<file path="src/rtl/ipm_fifo_rd_stream_pkg.sv">
// Shared constants and sizing helpers for the FIFO read-side stream adapter.
package ipm_fifo_rd_stream_pkg;

  localparam int unsigned c_RD_LATENCY_MIN = 1;
  localparam int unsigned c_RD_LATENCY_MAX = 2;

  // One extra entry beyond the read latency lets a word land while the head waits.
  function automatic int unsigned buf_depth(input int unsigned rd_latency);
    return rd_latency + 1;
  endfunction

  function automatic int unsigned cnt_width(input int unsigned depth);
    return $clog2(depth + 1);
  endfunction

endpackage

</file>
<file path="src/rtl/ipm_fifo_rd_skid_buf.sv">
// Circular skid buffer holding words returned by the FIFO memory until the stream accepts them.
module ipm_fifo_rd_skid_buf
  import ipm_fifo_rd_stream_pkg::*;
#(
  parameter int unsigned c_DATA_WIDTH = 32,
  parameter int unsigned c_DEPTH      = 2,
  parameter int unsigned c_CNT_W      = cnt_width(c_DEPTH)
) (
  input  logic                    clk_i,
  input  logic                    rst_i,
  input  logic                    push_i,
  input  logic [c_DATA_WIDTH-1:0] push_data_i,
  input  logic                    pop_i,
  output logic [c_DATA_WIDTH-1:0] head_o,
  output logic [c_CNT_W-1:0]      cnt_o
);

  localparam int unsigned c_IDX_W = (c_DEPTH > 1) ? $clog2(c_DEPTH) : 1;
  localparam logic [c_IDX_W-1:0] c_LAST_IDX = c_IDX_W'(c_DEPTH - 1);

  logic [c_DATA_WIDTH-1:0] mem_q [c_DEPTH];
  logic [c_IDX_W-1:0]      rd_idx_q, rd_idx_d;
  logic [c_IDX_W-1:0]      wr_idx_q, wr_idx_d;
  logic [c_CNT_W-1:0]      cnt_q, cnt_d;

  // Depth is generally not a power of two, so the wrap is explicit.
  function automatic logic [c_IDX_W-1:0] next_idx(input logic [c_IDX_W-1:0] idx);
    return (idx == c_LAST_IDX) ? '0 : idx + 1'b1;
  endfunction

  always_comb begin
    rd_idx_d = pop_i  ? next_idx(rd_idx_q) : rd_idx_q;
    wr_idx_d = push_i ? next_idx(wr_idx_q) : wr_idx_q;
    unique case ({push_i, pop_i})
      2'b10:   cnt_d = cnt_q + 1'b1;
      2'b01:   cnt_d = cnt_q - 1'b1;
      default: cnt_d = cnt_q;
    endcase
  end

  always_ff @(posedge clk_i or posedge rst_i) begin
    if (rst_i) begin
      rd_idx_q <= '0;
      wr_idx_q <= '0;
      cnt_q    <= '0;
      for (int i = 0; i < c_DEPTH; i++) mem_q[i] <= '0;
    end else begin
      rd_idx_q <= rd_idx_d;
      wr_idx_q <= wr_idx_d;
      cnt_q    <= cnt_d;
      if (push_i) mem_q[wr_idx_q] <= push_data_i;
    end
  end

  assign head_o = mem_q[rd_idx_q];
  assign cnt_o  = cnt_q;

endmodule

</file>
<file path="src/rtl/ipm_fifo_rd_stream.sv">
// FIFO read-side consumer presenting memory data as a first-word-fall-through stream.
// Optional FIFO_RD_STREAM_STALL_CNT_EN adds a saturating stall_cnt output.
module ipm_fifo_rd_stream
  import ipm_fifo_rd_stream_pkg::*;
#(
  parameter int unsigned c_DATA_WIDTH = 32,
  parameter int unsigned c_RD_LATENCY = 1
) (
  input  logic                    rclk,
  input  logic                    rrst,
  input  logic                    fifo_rempty,
  output logic                    fifo_rd_en,
  input  logic [c_DATA_WIDTH-1:0] fifo_rd_data,
  output logic                    m_valid,
  output logic [c_DATA_WIDTH-1:0] m_data,
  input  logic                    m_ready,
  output logic [cnt_width(buf_depth(c_RD_LATENCY))-1:0] buf_cnt
`ifdef FIFO_RD_STREAM_STALL_CNT_EN
  ,
  output logic [15:0]             stall_cnt
`endif
);

  localparam int unsigned c_BUF_DEPTH = buf_depth(c_RD_LATENCY);
  localparam int unsigned c_CNT_W     = cnt_width(c_BUF_DEPTH);

  if (c_RD_LATENCY < c_RD_LATENCY_MIN || c_RD_LATENCY > c_RD_LATENCY_MAX) begin : g_bad_latency
    $error("ipm_fifo_rd_stream: c_RD_LATENCY must be 1 or 2");
  end

  // Stream handshake: a beat transfers on any cycle with m_valid && m_ready; once
  // m_valid is high, m_valid and m_data hold until that transfer happens.
  logic                     pop;
  logic                     push;
  logic [c_RD_LATENCY-1:0]  vld_q, vld_d;
  logic [c_CNT_W-1:0]       inflight;
  logic [c_CNT_W:0]         occ;
  logic [c_CNT_W:0]         limit;

  assign pop  = m_valid && m_ready;
  assign push = vld_q[c_RD_LATENCY-1];

  always_comb begin
    inflight = '0;
    for (int i = 0; i < c_RD_LATENCY; i++) inflight = inflight + c_CNT_W'(vld_q[i]);
  end

  // Reserve a buffer slot for every read in flight so a returning word always fits.
  assign occ        = {1'b0, inflight} + {1'b0, buf_cnt};
  assign limit      = (c_CNT_W + 1)'(c_BUF_DEPTH) + {{c_CNT_W{1'b0}}, pop};
  assign fifo_rd_en = !rrst && !fifo_rempty && (occ < limit);
  assign vld_d      = c_RD_LATENCY'({vld_q, fifo_rd_en});

  always_ff @(posedge rclk or posedge rrst) begin
    if (rrst) vld_q <= '0;
    else      vld_q <= vld_d;
  end

  ipm_fifo_rd_skid_buf #(
    .c_DATA_WIDTH (c_DATA_WIDTH),
    .c_DEPTH      (c_BUF_DEPTH),
    .c_CNT_W      (c_CNT_W)
  ) u_skid_buf (
    .clk_i       (rclk),
    .rst_i       (rrst),
    .push_i      (push),
    .push_data_i (fifo_rd_data),
    .pop_i       (pop),
    .head_o      (m_data),
    .cnt_o       (buf_cnt)
  );

  assign m_valid = (buf_cnt != '0);

`ifdef FIFO_RD_STREAM_STALL_CNT_EN
  logic [15:0] stall_q;

  always_ff @(posedge rclk or posedge rrst) begin
    if (rrst)                                        stall_q <= '0;
    else if (pop && buf_cnt == c_CNT_W'(1))          stall_q <= '0;
    else if (m_valid && !m_ready && stall_q != 16'hFFFF) stall_q <= stall_q + 16'd1;
  end

  assign stall_cnt = stall_q;
`endif

endmodule
</file>
<file path="config.mk">
export PLATFORM = sky130hd
export DESIGN_NAME = ipm_fifo_rd_stream
export DESIGN_NICKNAME = d
export VERILOG_FILES = /design/src/rtl/ipm_fifo_rd_stream_pkg.sv /design/src/rtl/ipm_fifo_rd_skid_buf.sv /design/src/rtl/ipm_fifo_rd_stream.sv
export SDC_FILE = /design/constraint.sdc
export NUM_CORES = 1
export LEC_CHECK = 0
export CORE_MARGIN = 2
export CORE_UTILIZATION = 53
export DETAILED_ROUTE_END_ITERATION = 10
export GPL_TIMING_DRIVEN = 1
export PLACE_DENSITY_LB_ADDON = 0.08
export SYNTH_ARGS = -nofsm -noshare
export SYNTH_HDL_FRONTEND = slang
export SYNTH_SLANG_ARGS = --single-unit
</file>
<file path="constraint.sdc">
create_clock -name rclk -period 2.99 [get_ports rclk]
set_input_delay 0.4485 -clock rclk [delete_from_list [all_inputs] [get_ports rclk]]
set_output_delay 0.4485 -clock rclk [all_outputs]
set_load 0.1 [all_outputs]
</file>
==> flow_summary_export.csv <==
group,metric,value,unit
detailed_routing,dr.first_iter.drc_count,49,
critical_path,reg2reg_slack,1290,ps
critical_path,path_max_fanout,6,
sta,setup_ws,667.9,ps
global_routing,grt_usage,0.1988,
worst_hold_path,min_path_cells,1,
yosys,synth_area_per_cell,15.78,sq um
clocking,cts_root_buf,"clkbuf_8",
sta,fin_tns_setup,0,ps
clocking,cts_buffers,9,
critical_path,worst_r2r_path_depth,3,
yosys,netlist_instances,194,
critical_path,cp_data_required_time,2540,ps
critical_path,path_cells,"ha_1, ha_1, o21ai_0, nor4b_4, buf_12",
clocking,cts.sinks,69,
critical_path,crit_type,"reg -> out",
final_layout,diodes,0,
sta,setup-violations-final,0,
yosys,syn-cell-area,3060,sq um
detailed_routing,wl,5729,um
die,core,5540,sq um
detailed_routing,num_vias,1817,
yosys,synth.yosys.seq_area_share,0.5642,
global_routing,antenna_found_initial,0,
global_routing,grt_start_max_net_pins,33,
die,pin_count,72,
clocking,cts_setup_buffers,0,
place,place.gp.congestion,0.6890,
run_status,status,"complete, no violations",
critical_path,crit_top_cell,"ha_1",
critical_path,critPathMaxStageDelay,450,ps
final_layout,stdcell_count,346,
yosys,ys_ff_latch,69,
yosys,ys_types,17,
yosys,ys_warn_count,0,
critical_path,cp_data_arrival_time,1870,ps
die,die_x,79.99,um
final_layout,syn_to_final_growth,42.11,%
sta,hold_violations,0,
place,dp_hpwl,3991,um
place,place.port_buffers,71,
sta,period_share,0.7766,
clocking,ctsHoldBuffers,0,
detailed_routing,avgViaCountPerCell,5.251,
yosys,synth_top_area_share,0.5642,
critical_path,cpMaxStageDelayCell,"dfrtp_2",
sta,clock_skew,6.221,ps
clocking,path_clk_slew,70,ps
worst_hold_path,hold_start,"u_skid_buf.wr_idx_q",
critical_path,worst_setup_path_end_kind,"output pin",
job,max_cap_violations,0,
sta,tightest_slew,958.8,ps
detailed_routing,ant_nets,0,
worst_hold_path,hp-class,"reg -> reg",
clocking,clk-insertion-delay-late,330,ps
yosys,syn_nets,233,
yosys,yosysTopAreaCell,"dfrtp_1",
clocking,cts_tree,"yes",
clocking,cts.repair.resized,0,
place,dp_slack,769.5,ps
sta,period_needed,2322,ps
sta,grt_setup_unrepaired,"no",
die,initial_core_util,0.5524,
sta,fmax,0.4306,GHz
global_routing,grt_pass1_wl,9646,um
detailed_routing,drt_first_pass_iters,4,
final_layout,final_common_cell,"mux2_2",
critical_path,crit_path_start_kind,"flip-flop",
die,num_rows,27,
global_routing,grt_overflow,0,
final_layout,layout_common_cells,"mux2_2, dfrtp_1, clkdlybuf4s50_1, buf_12, clkbuf_8",
clocking,htreeDepth,3,
detailed_routing,wire_per_inst,16.56,um
critical_path,reg2reg_to,"u_skid_buf.mem_q[10]",
worst_hold_path,min_to,"u_skid_buf.wr_idx_q",
global_routing,grt_pass1_vias,1944,
clocking,clk_path_buf_depth,2,
sta,slew_violations,0,
critical_path,r2r-start,"push",
final_layout,drive_gt1_frac,0.5657,
place,dp_cells,332,
detailed_routing,drc_errors,0,
yosys,yosys-top-cells-area,"dfrtp_1, mux2_2, mux2_4",
die,die_h,79.99,um
sta,relSlewSlack,0.3608,
die,die_area,6398,sq um
final_layout,fin_nets,310,
==> critical path: cells and delay by family, from the launching register on <==
family	cells	cell delay (ps)
AO/OA/AOI/OAI	1	90
adder cells (fa/ha/maj)	2	480
buffers and inverters	1	220
flip-flops	1	450
AND/OR/NAND/NOR	1	300
==> metrics by stage <==
stage | hold slack (ps) | utilization | cell area (sq um)
global placement | 467.4 | 0.7525 | 4169
global route | 507.5 | 0.7850 | 4349
detailed placement | 488.5 | 0.7525 | 4169
CTS | 502.8 | 0.7850 | 4349
finish | 498.1 | 0.7850 | 4349
floorplan | 451.8 | - | 3077
==> how the worst max path moves through the flow <==
stage	startpoint	end	cells past startpoint
after floorplan	u_skid_buf.cnt_o[1]	fifo_rd_en	3
after global placement	m_ready	fifo_rd_en	5
after detailed placement	m_ready	fifo_rd_en	5
after CTS	u_skid_buf.cnt_o[0]	fifo_rd_en	5
after global routing	u_skid_buf.cnt_o[0]	fifo_rd_en	5
final	u_skid_buf.cnt_o[0]	fifo_rd_en	5
==> cell families (layout without fill, tap and decap cells) <==
group | count (synthesis) | count (layout) | share of synthesized area
compound gates | 2 | 2 | 0.003271
xor+xnor | 5 | 5 | 0.01431
fa+ha+maj | 3 | 3 | 0.01227
buf+inv | 14 | 94 | 0.03352
flops | 69 | 69 | 0.5642
mux | 96 | 96 | 0.3630
simple gates | 5 | 5 | 0.009404
==> per-layer routing <==
metal  vias up  global-route usage  routed length, um
li1        840                   -                  -
met1       923              0.2556               2458
met2        49              0.3192               2893
met3         5             0.07353                328
met4         0             0.05085                 48
met5         -                   0                  0
==> cells in the mapped netlist <==
cell,count
buf_2,4
buf_4,3
buf_6,3
buf_8,1
dfrtp_1,69
ha_1,3
inv_1,3
mux2_2,88
mux2_4,8
nand2_1,1
nand2b_1,1
nor2_1,1
nor4b_1,1
o21ai_0,2
or2_2,1
xnor2_1,3
xor2_1,2
==> state kept, by name, indices dropped and copies added, names as in the netlist <==
name,cells
push,1
u_skid_buf.cnt_o,2
u_skid_buf.mem_q,64
u_skid_buf.rd_idx_q,1
u_skid_buf.wr_idx_q,1
==> area by class of cell <==
| cell class | count | area (sq um) |
|---|---|---|
| Sequential cell | 69 | 1728 |
| Multi-Input combinational cell | 111 | 1249 |
| Fill cell | 329 | 1191 |
| Timing Repair Buffer | 77 | 1091 |
| Clock buffer | 12 | 145.1 |
| Tap cell | 72 | 90.09 |
| Clock inverter | 2 | 35.03 |
| Inverter | 3 | 11.26 |
Power is not shown: default switching activity piles up to over one toggle a cycle in this logic, so the estimate is an artifact.
